### src/rtl/ac97_reg_sched.sv
// AC-link codec register-access scheduler: arbitrates two command requesters,
// places one command per frame into slot1/slot2 and matches read responses.
module ac97_reg_sched #(
  parameter int TIMEOUT_FRAMES = 4
) (
  input  logic        ac97_bitclk,
  input  logic        rst,
  input  logic        ac97_strobe,
  input  logic        req0_valid,
  output logic        req0_ready,
  input  logic        req0_rw,
  input  logic [6:0]  req0_addr,
  input  logic [15:0] req0_wdata,
  input  logic        req1_valid,
  output logic        req1_ready,
  input  logic        req1_rw,
  input  logic [6:0]  req1_addr,
  input  logic [15:0] req1_wdata,
  output logic [19:0] out_slot1,
  output logic        out_slot1_valid,
  output logic [19:0] out_slot2,
  output logic        out_slot2_valid,
  input  logic        in_frame_valid,
  input  logic        in_slot1_valid,
  input  logic        in_slot2_valid,
  input  logic [19:0] in_slot1,
  input  logic [19:0] in_slot2,
  output logic        rsp_valid,
  output logic        rsp_id,
  output logic        rsp_rw,
  output logic [15:0] rsp_data,
  output logic        rsp_timeout,
  output logic        busy
);

  localparam int CW = $clog2(TIMEOUT_FRAMES + 1);
  localparam logic [CW-1:0] CNT_LIMIT = CW'(TIMEOUT_FRAMES);

  typedef enum logic [1:0] {IDLE, PEND, SEND, WAIT_RD} state_t;

  state_t        state_q, state_d;
  logic          last_grant_q, last_grant_d;
  logic          id_q, id_d;
  logic          rw_q, rw_d;
  logic [6:0]    addr_q, addr_d;
  logic [15:0]   wdata_q, wdata_d;
  logic [CW-1:0] cnt_q, cnt_d;
  logic [19:0]   out_slot1_q, out_slot1_d;
  logic          out_slot1_valid_q, out_slot1_valid_d;
  logic [19:0]   out_slot2_q, out_slot2_d;
  logic          out_slot2_valid_q, out_slot2_valid_d;
  logic          rsp_valid_q, rsp_valid_d;
  logic          rsp_id_q, rsp_id_d;
  logic          rsp_rw_q, rsp_rw_d;
  logic [15:0]   rsp_data_q, rsp_data_d;
  logic          rsp_timeout_q, rsp_timeout_d;

  logic          grant0, grant1;
  logic [CW-1:0] cnt_inc;
  logic          read_match;

  // Only the echoed address and the register value fields of the status slots matter.
  logic unused_in_bits;
  assign unused_in_bits = ^{in_slot1[19], in_slot1[11:0], in_slot2[3:0]};

  // State and datapath registers.
  always_ff @(posedge ac97_bitclk) begin
    if (rst) begin
      state_q           <= IDLE;
      last_grant_q      <= 1'b1;
      id_q              <= 1'b0;
      rw_q              <= 1'b0;
      addr_q            <= '0;
      wdata_q           <= '0;
      cnt_q             <= '0;
      out_slot1_q       <= '0;
      out_slot1_valid_q <= 1'b0;
      out_slot2_q       <= '0;
      out_slot2_valid_q <= 1'b0;
      rsp_valid_q       <= 1'b0;
      rsp_id_q          <= 1'b0;
      rsp_rw_q          <= 1'b0;
      rsp_data_q        <= '0;
      rsp_timeout_q     <= 1'b0;
    end else begin
      state_q           <= state_d;
      last_grant_q      <= last_grant_d;
      id_q              <= id_d;
      rw_q              <= rw_d;
      addr_q            <= addr_d;
      wdata_q           <= wdata_d;
      cnt_q             <= cnt_d;
      out_slot1_q       <= out_slot1_d;
      out_slot1_valid_q <= out_slot1_valid_d;
      out_slot2_q       <= out_slot2_d;
      out_slot2_valid_q <= out_slot2_valid_d;
      rsp_valid_q       <= rsp_valid_d;
      rsp_id_q          <= rsp_id_d;
      rsp_rw_q          <= rsp_rw_d;
      rsp_data_q        <= rsp_data_d;
      rsp_timeout_q     <= rsp_timeout_d;
    end
  end

  // Next state: accept, publish on a strobe, retire on the following strobe, await reply.
  always_comb begin
    state_d           = state_q;
    last_grant_d      = last_grant_q;
    id_d              = id_q;
    rw_d              = rw_q;
    addr_d            = addr_q;
    wdata_d           = wdata_q;
    cnt_d             = cnt_q;
    out_slot1_d       = out_slot1_q;
    out_slot1_valid_d = out_slot1_valid_q;
    out_slot2_d       = out_slot2_q;
    out_slot2_valid_d = out_slot2_valid_q;
    rsp_valid_d       = 1'b0;
    rsp_id_d          = rsp_id_q;
    rsp_rw_d          = rsp_rw_q;
    rsp_data_d        = rsp_data_q;
    rsp_timeout_d     = rsp_timeout_q;
    cnt_inc           = cnt_q + CW'(1);
    read_match        = in_slot1_valid & in_slot2_valid & (in_slot1[18:12] == addr_q);
    case (state_q)
      IDLE: begin
        if (req0_ready | req1_ready) begin
          id_d         = req1_ready;
          rw_d         = req1_ready ? req1_rw    : req0_rw;
          addr_d       = req1_ready ? req1_addr  : req0_addr;
          wdata_d      = req1_ready ? req1_wdata : req0_wdata;
          last_grant_d = req1_ready;
          state_d      = PEND;
        end
      end
      PEND: begin
        if (ac97_strobe) begin
          out_slot1_d       = {rw_q, addr_q, 12'h000};
          out_slot1_valid_d = 1'b1;
          out_slot2_d       = rw_q ? 20'h00000 : {wdata_q, 4'h0};
          out_slot2_valid_d = ~rw_q;
          state_d           = SEND;
        end
      end
      SEND: begin
        if (ac97_strobe) begin
          out_slot1_d       = '0;
          out_slot1_valid_d = 1'b0;
          out_slot2_d       = '0;
          out_slot2_valid_d = 1'b0;
          if (!rw_q) begin
            rsp_valid_d   = 1'b1;
            rsp_id_d      = id_q;
            rsp_rw_d      = 1'b0;
            rsp_data_d    = 16'h0000;
            rsp_timeout_d = 1'b0;
            state_d       = IDLE;
          end else begin
            cnt_d   = '0;
            state_d = WAIT_RD;
          end
        end
      end
      WAIT_RD: begin
        if (in_frame_valid) begin
          if (read_match) begin
            rsp_valid_d   = 1'b1;
            rsp_id_d      = id_q;
            rsp_rw_d      = 1'b1;
            rsp_data_d    = in_slot2[19:4];
            rsp_timeout_d = 1'b0;
            state_d       = IDLE;
          end else begin
            cnt_d = cnt_inc;
            if (cnt_inc == CNT_LIMIT) begin
              rsp_valid_d   = 1'b1;
              rsp_id_d      = id_q;
              rsp_rw_d      = 1'b1;
              rsp_data_d    = 16'hFFFF;
              rsp_timeout_d = 1'b1;
              state_d       = IDLE;
            end
          end
        end
      end
      default: state_d = IDLE;
    endcase
  end

  // Outputs: round-robin grant (ties go to the requester not served last), busy flag.
  always_comb begin
    grant1     = req1_valid & (~req0_valid | ~last_grant_q);
    grant0     = req0_valid & ~grant1;
    req0_ready = grant0 & (state_q == IDLE) & ~rst;
    req1_ready = grant1 & (state_q == IDLE) & ~rst;
    busy       = (state_q != IDLE);
  end

  assign out_slot1       = out_slot1_q;
  assign out_slot1_valid = out_slot1_valid_q;
  assign out_slot2       = out_slot2_q;
  assign out_slot2_valid = out_slot2_valid_q;
  assign rsp_valid       = rsp_valid_q;
  assign rsp_id          = rsp_id_q;
  assign rsp_rw          = rsp_rw_q;
  assign rsp_data        = rsp_data_q;
  assign rsp_timeout     = rsp_timeout_q;

endmodule
### config.mk
export PLATFORM = sky130hd
export DESIGN_NAME = ac97_reg_sched
export DESIGN_NICKNAME = d
export VERILOG_FILES = /design/src/rtl/ac97_reg_sched.sv
export SDC_FILE = /design/constraint.sdc
export NUM_CORES = 1
export LEC_CHECK = 0
export ABC_AREA = 1
export BUFFER_PORTS_ARGS = -buffer_cell sky130_fd_sc_hd__buf_2
export CAP_MARGIN = 20
export CELL_PAD_IN_SITES_DETAIL_PLACEMENT = 1
export CELL_PAD_IN_SITES_GLOBAL_PLACEMENT = 2
export CORE_MARGIN = 10
export CORE_UTILIZATION = 25
export DETAILED_ROUTE_END_ITERATION = 8
export MAX_ROUTING_LAYER = met4
export PLACE_DENSITY_LB_ADDON = 0.1
export SLEW_MARGIN = 40
export SYNTH_ARGS = -nofsm -noshare
export SYNTH_HDL_FRONTEND = slang
export SYNTH_SLANG_ARGS = --single-unit
### constraint.sdc
create_clock -name ac97_bitclk -period 2.39 [get_ports ac97_bitclk]
set_input_delay 0.478 -clock ac97_bitclk [delete_from_list [all_inputs] [get_ports ac97_bitclk]]
set_output_delay 0.478 -clock ac97_bitclk [all_outputs]
set_load 0.005 [all_outputs]
==> impl_metrics.toml, run 1 <==
[run_status]
outcome = "finished clean"

[worst_setup_path]
crit_path_start_kind = "register"
r2r_start = "state_q[0]"
critPathLaunch = "state_q[0]"
crit_type = "register to output port"
crit_fanout = 12
endpoint_kind = "output port"
critical_path_required_ps = 1910
cp.arrival_ps = 1680

[final_layout]
drive_gt1_share_pct = 27.6
fin_nets = 739
stdcell_count = 831
area_growth_syn_to_layout_pct = 31.0
mostFrequentLayoutCell = "nand2_1"
final_util_pct = 33.1
final_cell_mix = "nand2_1, buf_2, dfxtp_1"
fin_area_sq_um = 4760

[logic_synthesis]
synth.area.mux_share_pct = 0
synth_cell_types = 26
synth_area_per_cell_sq_um = 7.05
yosysWarnings = 0
synth_top_family_by_area = "simple AND/OR/NAND/NOR gates"
synth_xor_area_share_pct = 0
synth_compound_area_share_pct = 13.6
syn-cell-area_sq_um = 3640
netlist_instances = 516
synthAdderAreaFrac_pct = 0.688
yosysSeqAreaShare_pct = 42.4
synthSimpleGateAreaFrac_pct = 32.5
synth_seq_cells = 77

[worst_hold_path]
hp-class = "input port to register"
hp-start = "req1_wdata[4]"

[sta]
fin_crit_sh_pct = 90.4
hold_violations = 0
fmax_mhz = 463
setup_violations = 0
finClkSkew_ps = 5.38
rsz0062_at_grt = "no"
min_period_ps = 2160
fin_setup_tns_ps = 0
finalMaxSlewViolations = 0

[place]
dpl.cell_count = 814
gp_congestion = 0.726
postPlaceCellArea_sq_um = 4410
dp_hpwl_mm = 10.0
portBuffers = 127

[global_route]
use_met3_pct = 3.22
grt_pass1_vias = 4110
use_met2_pct = 22.9
groute.layer.met1.usage_pct = 15.8
grt-ovfl-total = 0
grt_pass1_wl_mm = 21.3
grt_busiest_layer = "met2"
antenna_found_initial = 1
grt_max_degree = 44
track_usage_pct = 13.8

[routing]
drc = 0
dr.pass1.iters = 4
totalWireLength_mm = 13.2
vias_per_cell = 4.46
final_antenna_net_count = 0
drt_iter0_drc = 136
dr_total_vias = 3710
avgRoutedWirePerCell_um = 15.9

[power]
peakVddDrop_v = 0.000311
powerDensity_nw_per_um2 = 861
p_leak_nw = 2.31

[clocking]
cts.repair.resized = 0
clk_pin_slew_ps = 60
cts_buffers = 9
hold_buffers = 0
cts_max_level = 3
ctsLongestPathBuffers = 2
insertion_delay_ps = 340
cts_setup_buffers = 0
cts_tree = "yes"
clockRootBuffer = "clkbuf_16"
clkSinkCount = 77

[floorplanning]
die_w_um = 141
initial_core_util_pct = 25.3
die_y_um = 141
die_area_sq_um = 19800
fp-row-count = 44
boundaryPins = 161
core_area_sq_um = 14400

[flow_run]
maxCapViolCount = 0
[sequential cells by signal, summed over array words and instances, names as in the netlist]
| name | flops |
|---|---|
| rsp_data | 16 |
| rsp_rw | 1 |
| state_q | 2 |
| wdata_q | 16 |
| out_slot2_valid | 1 |
| cnt_q | 3 |
| rsp_id | 1 |
| last_grant_q | 1 |
| out_slot2 | 16 |
| id_q | 1 |
| rsp_valid | 1 |
| out_slot1_valid | 1 |
| addr_q | 7 |
| rsp_timeout | 1 |
| rw_q | 1 |
| out_slot1 | 8 |
[logic make-up after synthesis]
| family | Yosys count |
|---|---|
| simple gates | 266 |
| buf+inv | 77 |
| fa+ha+maj | 2 |
| other cells | 1 |
| compound gates | 93 |
| flops | 77 |
[layer usage]
metal  vias up  part of all wire [%]
li1       1897                     -
met1      1714                    46
met2        85                    49
met3        14                   4.1
met4         0                   1.5
met5         -                     0
[metrics by stage]
| step | setup slack (ps) | total power [W] | hold WS, ps |
|---|---|---|---|
| global placement | 377 | 0.00257 | 436 |
| floorplan | 711 | 0.00220 | 419 |
| global route | 69.2 | 0.00438 | 391 |
| CTS | 163 | 0.00419 | 380 |
| detailed placement | 376 | 0.00259 | 449 |
| finish | 229 | 0.00410 | 397 |
[final timing paths]
check	endpoint	slack (ps)	depth (start not counted)
worst max-delay path	req1_ready	230	6
worst min-delay path	wdata_q[4]	400	3
worst max register to register	state_q[1]	560	9
worst min register to register	last_grant_q	450	2
[synth_stat cells]
library cell / count / area [sq um]
dfxtp_1: 77 / 1540
buf_6: 3 / 33.8
o31ai_1: 1 / 7.51
nand2_1: 152 / 571
o22ai_1: 1 / 6.26
buf_4: 16 / 120
inv_2: 8 / 30.0
clkbuf_2: 2 / 10.0
clkinv_1: 1 / 3.75
nand2_2: 3 / 18.8
nand4_2: 1 / 12.5
nand3b_1: 17 / 128
nor2_2: 3 / 18.8
a21oi_1: 42 / 210
and2_1: 13 / 81.3
conb_1: 1 / 3.75
nand2_4: 2 / 22.5
ha_1: 2 / 25.0
buf_2: 13 / 65.1
o21ai_0: 28 / 140
a31oi_1: 21 / 131
nor2_1: 42 / 158
inv_1: 24 / 90.1
nand3_1: 32 / 160
nand3_2: 1 / 10.0
clkbuf_1: 10 / 37.5
[critical path, cell delays in order, from the launching register on]
cell     delay [ps]
dfxtp_1         370
nor2_2          170
inv_2            90
nor2_2          140
nand2_2         190
inv_2           230
buf_2           150
[area by class of cell]
type | count | area, sq um
Antenna cell | 1 | 2.50
Fill cell | 1830 | 9610
Tap cell | 184 | 230
Clock inverter | 3 | 65.1
Clock buffer | 13 | 280
Inverter | 33 | 124
Sequential cell | 77 | 1540
Multi-Input combinational cell | 377 | 1760
Timing Repair Buffer | 143 | 756
[power by group]
group,internal [W],switching (W),leakage (nW)
clock,0.00103,0.000531,0.172
combinational,0.000383,0.000605,1.51
sequential,0.00145,0.000107,0.626
total,0.00286,0.00124,2.31
Power figures use the tool's default switching activity.
==> run 2, diff against run 1 <==
CAP_MARGIN = 40   (was 20)
CORE_UTILIZATION = 26   (was 25)
==> impl_metrics.toml, run 2 (same netlist as run 1, synthesis figures left out) <==
[final_layout]
area_growth_syn_to_layout_pct = 27.7
multiInputGateArea_sq_um = 1760
fin_nets = 735
fill_cells = 1810
final_cell_mix = "nand2_1, buf_2, dfxtp_1"
drive_gt1_share_pct = 26.5
mostFrequentLayoutCell = "nand2_1"
regArea_sq_um = 1540
fin_area_sq_um = 4640

[global_route]
grt-ovfl-total = 0
grt_pass1_wl_mm = 20.8
grt_max_degree = 44
antenna_found_initial = 1
grt_pass1_vias = 3964
track_usage_pct = 13.6

[sta]
fin_setup_tns_ps = 0
hold_violations = 0
fmax_mhz = 475
finalMaxSlewViolations = 0
fin_crit_sh_pct = 88.2
worst_slew_pin_slew_ps = 537
relSlewSlack_pct = 64.1
rsz0062_at_grt = "no"
min_period_ps = 2110
finClkSkew_ps = 3.68
setup_violations = 0

[clocking]
ctsLongestPathBuffers = 2
clkSinkCount = 77
cts_setup_buffers = 0
cts.repair.resized = 0
clockRootBuffer = "clkbuf_16"
cts_tree = "yes"
clk_pin_slew_ps = 60
cts_buffers = 9
hold_buffers = 0
insertion_delay_ps = 330
cts_max_level = 3

[power]
netSwitchingPower_w = 0.00121
seqPwrFrac_pct = 41.5
pwr-share-clk_pct = 32.7
p_leak_nw = 2.24
p_sw_share_pct = 32.3
powerDensity_nw_per_um2 = 808
pwr-share-comb_pct = 25.8
p_int_w = 0.00254
peakVddDrop_v = 0.000333

[worst_setup_path]
crit_type = "register to output port"
crit_fanout = 15
r2r_start = "state_q[0]"
cp.arrival_ps = 1630
path_cells = "nor2_2, inv_2, nor2_2, nand2_2, inv_2, buf_2"
cpMaxStageDelayCell = "dfxtp_1"
cp_slowest_stage_delay_ps = 360
critical_path_required_ps = 1910
endpoint_kind = "output port"
r2r-end = "wdata_q[8]"
reg2reg_setup_slack_ps = 560
crit_path_start_kind = "register"
r2r.worst_path.cells = 8

[floorplanning]
die_w_um = 138
initial_core_util_pct = 26.4
die_y_um = 138
boundaryPins = 161
die_area_sq_um = 19100
core_area_sq_um = 13800
fp-row-count = 43

[routing]
drt_iter0_drc = 95
avgRoutedWirePerCell_um = 15.8
final_antenna_net_count = 0
vias_per_cell = 4.55
drc = 0
dr_total_vias = 3737
totalWireLength_mm = 13.0
dr.pass1.iters = 4

[worst_hold_path]
hp-start = "req0_wdata[6]"
hp-class = "input port to register"
hold_end = "wdata_q[6]"
whs_path_depth = 3

[place]
dp_hpwl_mm = 9.52
portBuffers = 127
postPlaceCellArea_sq_um = 4380
gp_congestion = 0.713

[run_status]
outcome = "finished clean"

[flow_run]
maxCapViolCount = 0
run 2: cell types whose count changed in the layout (fill, tap and decap cells not counted), sizes merged:
cell / previous run / this run
clkinv: 2 / 3
bufinv: 2 / 0
buf: 143 / 139
run 2: area by class of cell:
class	count	area share (%)
multi-input cells	377	38.0
flip-flops and latches	77	33.2
repair buffers	139	15.6
clock buffers	13	5.39
well taps	180	4.85
inverters	33	2.67
clock inverters	2	0.216
diodes	1	0.0539
run 2: power by group through the flow:
stage                     registers, W  logic (W)  clock network (W)
after floorplan                0.00156   0.000634                  0
after global placement         0.00158   0.000964                  0
after detailed placement       0.00158   0.000989                  0
after CTS                      0.00156   0.000998            0.00127
after global routing           0.00158    0.00111            0.00133
final                          0.00155   0.000967            0.00123
run 2: how the worst max path moves through the flow:
| stage | startpoint | endpoint | slack (ps) | cells after the start |
|---|---|---|---|---|
| after floorplan | rst | req0_ready | 710 | 5 |
| after global placement | in_slot1_valid | rsp_data[3] | 410 | 11 |
| after detailed placement | in_slot1_valid | rsp_data[3] | 390 | 11 |
| after CTS | state_q[0] | req1_ready | 230 | 6 |
| after global routing | state_q[0] | req1_ready | 150 | 6 |
| final | state_q[0] | req1_ready | 280 | 6 |
run 2: metrics by stage:
| stage | power (W) | std cells | hold WS (ps) | setup WS, ps | util [%] |
|---|---|---|---|---|---|
| finish | 0.00375 | 822 | 404 | 283 | 33.7 |
| global route | 0.00402 | 822 | 411 | 154 | 33.7 |
| CTS | 0.00383 | 821 | 397 | 233 | 33.7 |
| detailed placement | 0.00257 | 806 | 437 | 394 | 31.8 |
| global placement | 0.00255 | 806 | 431 | 411 | 31.8 |
| floorplan | 0.00220 | 531 | 419 | 711 | - |
run 2: layer usage:
metal	part of all wire (%)	global-route usage, %
met2	47	21.7
met1	48	16.8
met4	1.7	4.77
met3	3.4	2.64
met5	0	-
run 2: worst max-delay path, delay by kind of cell (launching register included):
family,cells,cell delay (ps)
buffers and inverters,3,520
and+or+nand+nor,3,410
DFF,1,360
==> run 3, diff against run 2 <==
CORE_MARGIN = default   (was 10)
==> impl_metrics.toml, run 3 (same netlist as run 1, synthesis figures left out) <==
[run_status]
outcome = "finished clean"

[global_route]
grt_max_degree = 44
grt_pass1_vias = 3710
antenna_found_initial = 1
track_usage_pct = 17.1
grt-ovfl-total = 0
grt_pass1_wl_mm = 18.4

[power]
seqPwrFrac_pct = 41.1
p_int_w = 0.00258
netSwitchingPower_w = 0.00120
peakVddDrop_v = 0.000290
p_leak_nw = 2.26
p_sw_share_pct = 31.8
pwr-share-clk_pct = 33.5
pwr-share-comb_pct = 25.4
powerDensity_nw_per_um2 = 809
p_total_w = 0.00378

[sta]
hold_violations = 0
setup_violations = 0
min_period_ps = 2050
fmax_mhz = 488
finalMaxSlewViolations = 0
finClkSkew_ps = 6.16
fin_crit_sh_pct = 85.7
rsz0062_at_grt = "no"
fin_setup_tns_ps = 0

[clocking]
cts_buffers = 9
ctsLongestPathBuffers = 2
clk_pin_slew_ps = 60
cts_setup_buffers = 0
clkSinkCount = 77
clockRootBuffer = "clkbuf_16"
cts_tree = "yes"
cts_max_level = 3
insertion_delay_ps = 330
hold_buffers = 0
cts.repair.resized = 0

[routing]
avgRoutedWirePerCell_um = 14.2
drc = 0
vias_per_cell = 4.55
totalWireLength_mm = 11.7
dr.pass1.iters = 4
drt_iter0_drc = 82
dr_total_vias = 3732
final_antenna_net_count = 0

[worst_hold_path]
hp-start = "req1_wdata[4]"
hp-class = "input port to register"
hold_end = "wdata_q[4]"
whs_path_depth = 3

[worst_setup_path]
critPathLaunch = "state_q[0]"
cp.arrival_ps = 1570
crit_fanout = 15
critical_path_required_ps = 1910
path_cells = "nor2_2, inv_2, nor2_2, nand2_2, inv_2, buf_2"
r2r_start = "addr_q[4]"
r2r.worst_path.cells = 12
reg2reg_setup_slack_ps = 620
r2r-end = "rsp_data[15]"
cpMaxStageDelayCell = "dfxtp_1"
crit_type = "register to output port"
crit_path_start_kind = "register"
endpoint_kind = "output port"
cp_slowest_stage_delay_ps = 370

[place]
dpl.cell_count = 804
postPlaceCellArea_sq_um = 4390
gp_congestion = 0.751
portBuffers = 127
dp_hpwl_mm = 8.54

[floorplanning]
core_area_sq_um = 13500
die_w_um = 120
die_area_sq_um = 14500
fp-row-count = 42
boundaryPins = 161
initial_core_util_pct = 27.0
die_y_um = 120

[final_layout]
final_util_pct = 34.7
area_growth_syn_to_layout_pct = 28.5
stdcell_count = 821
mostFrequentLayoutCell = "nand2_1"
final_cell_mix = "nand2_1, buf_2, dfxtp_1"
fin_area_sq_um = 4670
drive_gt1_share_pct = 27.2
fin_nets = 737

[flow_run]
maxCapViolCount = 0
-- run 3: cell types whose count changed in the layout (fill, tap and decap cells not counted), sizes merged --
cell	before	now
buf	139	141
clkbuf	13	12
clkinvlp	0	1
clkinv	3	4
-- run 3: metrics by stage --
stage	setup slack, ps	hold slack (ps)
detailed placement	399	450
floorplan	711	419
finish	342	402
global route	226	412
global placement	410	434
CTS	305	389
-- run 3: area by class of cell --
type                       instances  area [sq um]
timing repair buffer             141           741
tap                              176           220
clock buffer                      12           256
multi-input combinational        377          1760
clock inverter                     4          22.5
antenna                            1          2.50
fill                            1738          8780
inverter                          33           124
sequential                        77          1540
-- run 3: layer usage --
| metal | part of all wire, % | vias up | track usage [%] |
|---|---|---|---|
| met4 | 2.0 | 0 | 7.48 |
| met5 | 0 | - | - |
| li1 | - | 1888 | - |
| met2 | 47 | 102 | 28.8 |
| met3 | 5.0 | 15 | 2.88 |
| met1 | 46 | 1727 | 20.2 |
-- run 3: power by group through the flow --
stage	sequential, W	combinational [W]	clock, W
after floorplan	0.00156	0.000634	0
after global placement	0.00157	0.000961	0
after detailed placement	0.00158	0.000979	0
after CTS	0.00155	0.000985	0.00132
after global routing	0.00158	0.00109	0.00136
final	0.00155	0.000960	0.00127
-- run 3: worst max path at each step --
| stage | slack, ps | endpoint |
|---|---|---|
| 2_1_floorplan | 710 | req0_ready |
| 3_3_place_gp | 410 | rsp_data[1] |
| 3_5_place_dp | 400 | rsp_data[1] |
| 4_1_cts | 300 | req1_ready |
| 5_1_grt | 230 | req1_ready |
| 6_report | 340 | req1_ready |
-- run 3: critical path, delay by kind of cell (launching register included) --
kind | cells | cell delay [ps]
buffers and inverters | 3 | 480
flip-flops | 1 | 370
AND/OR/NAND/NOR | 3 | 380
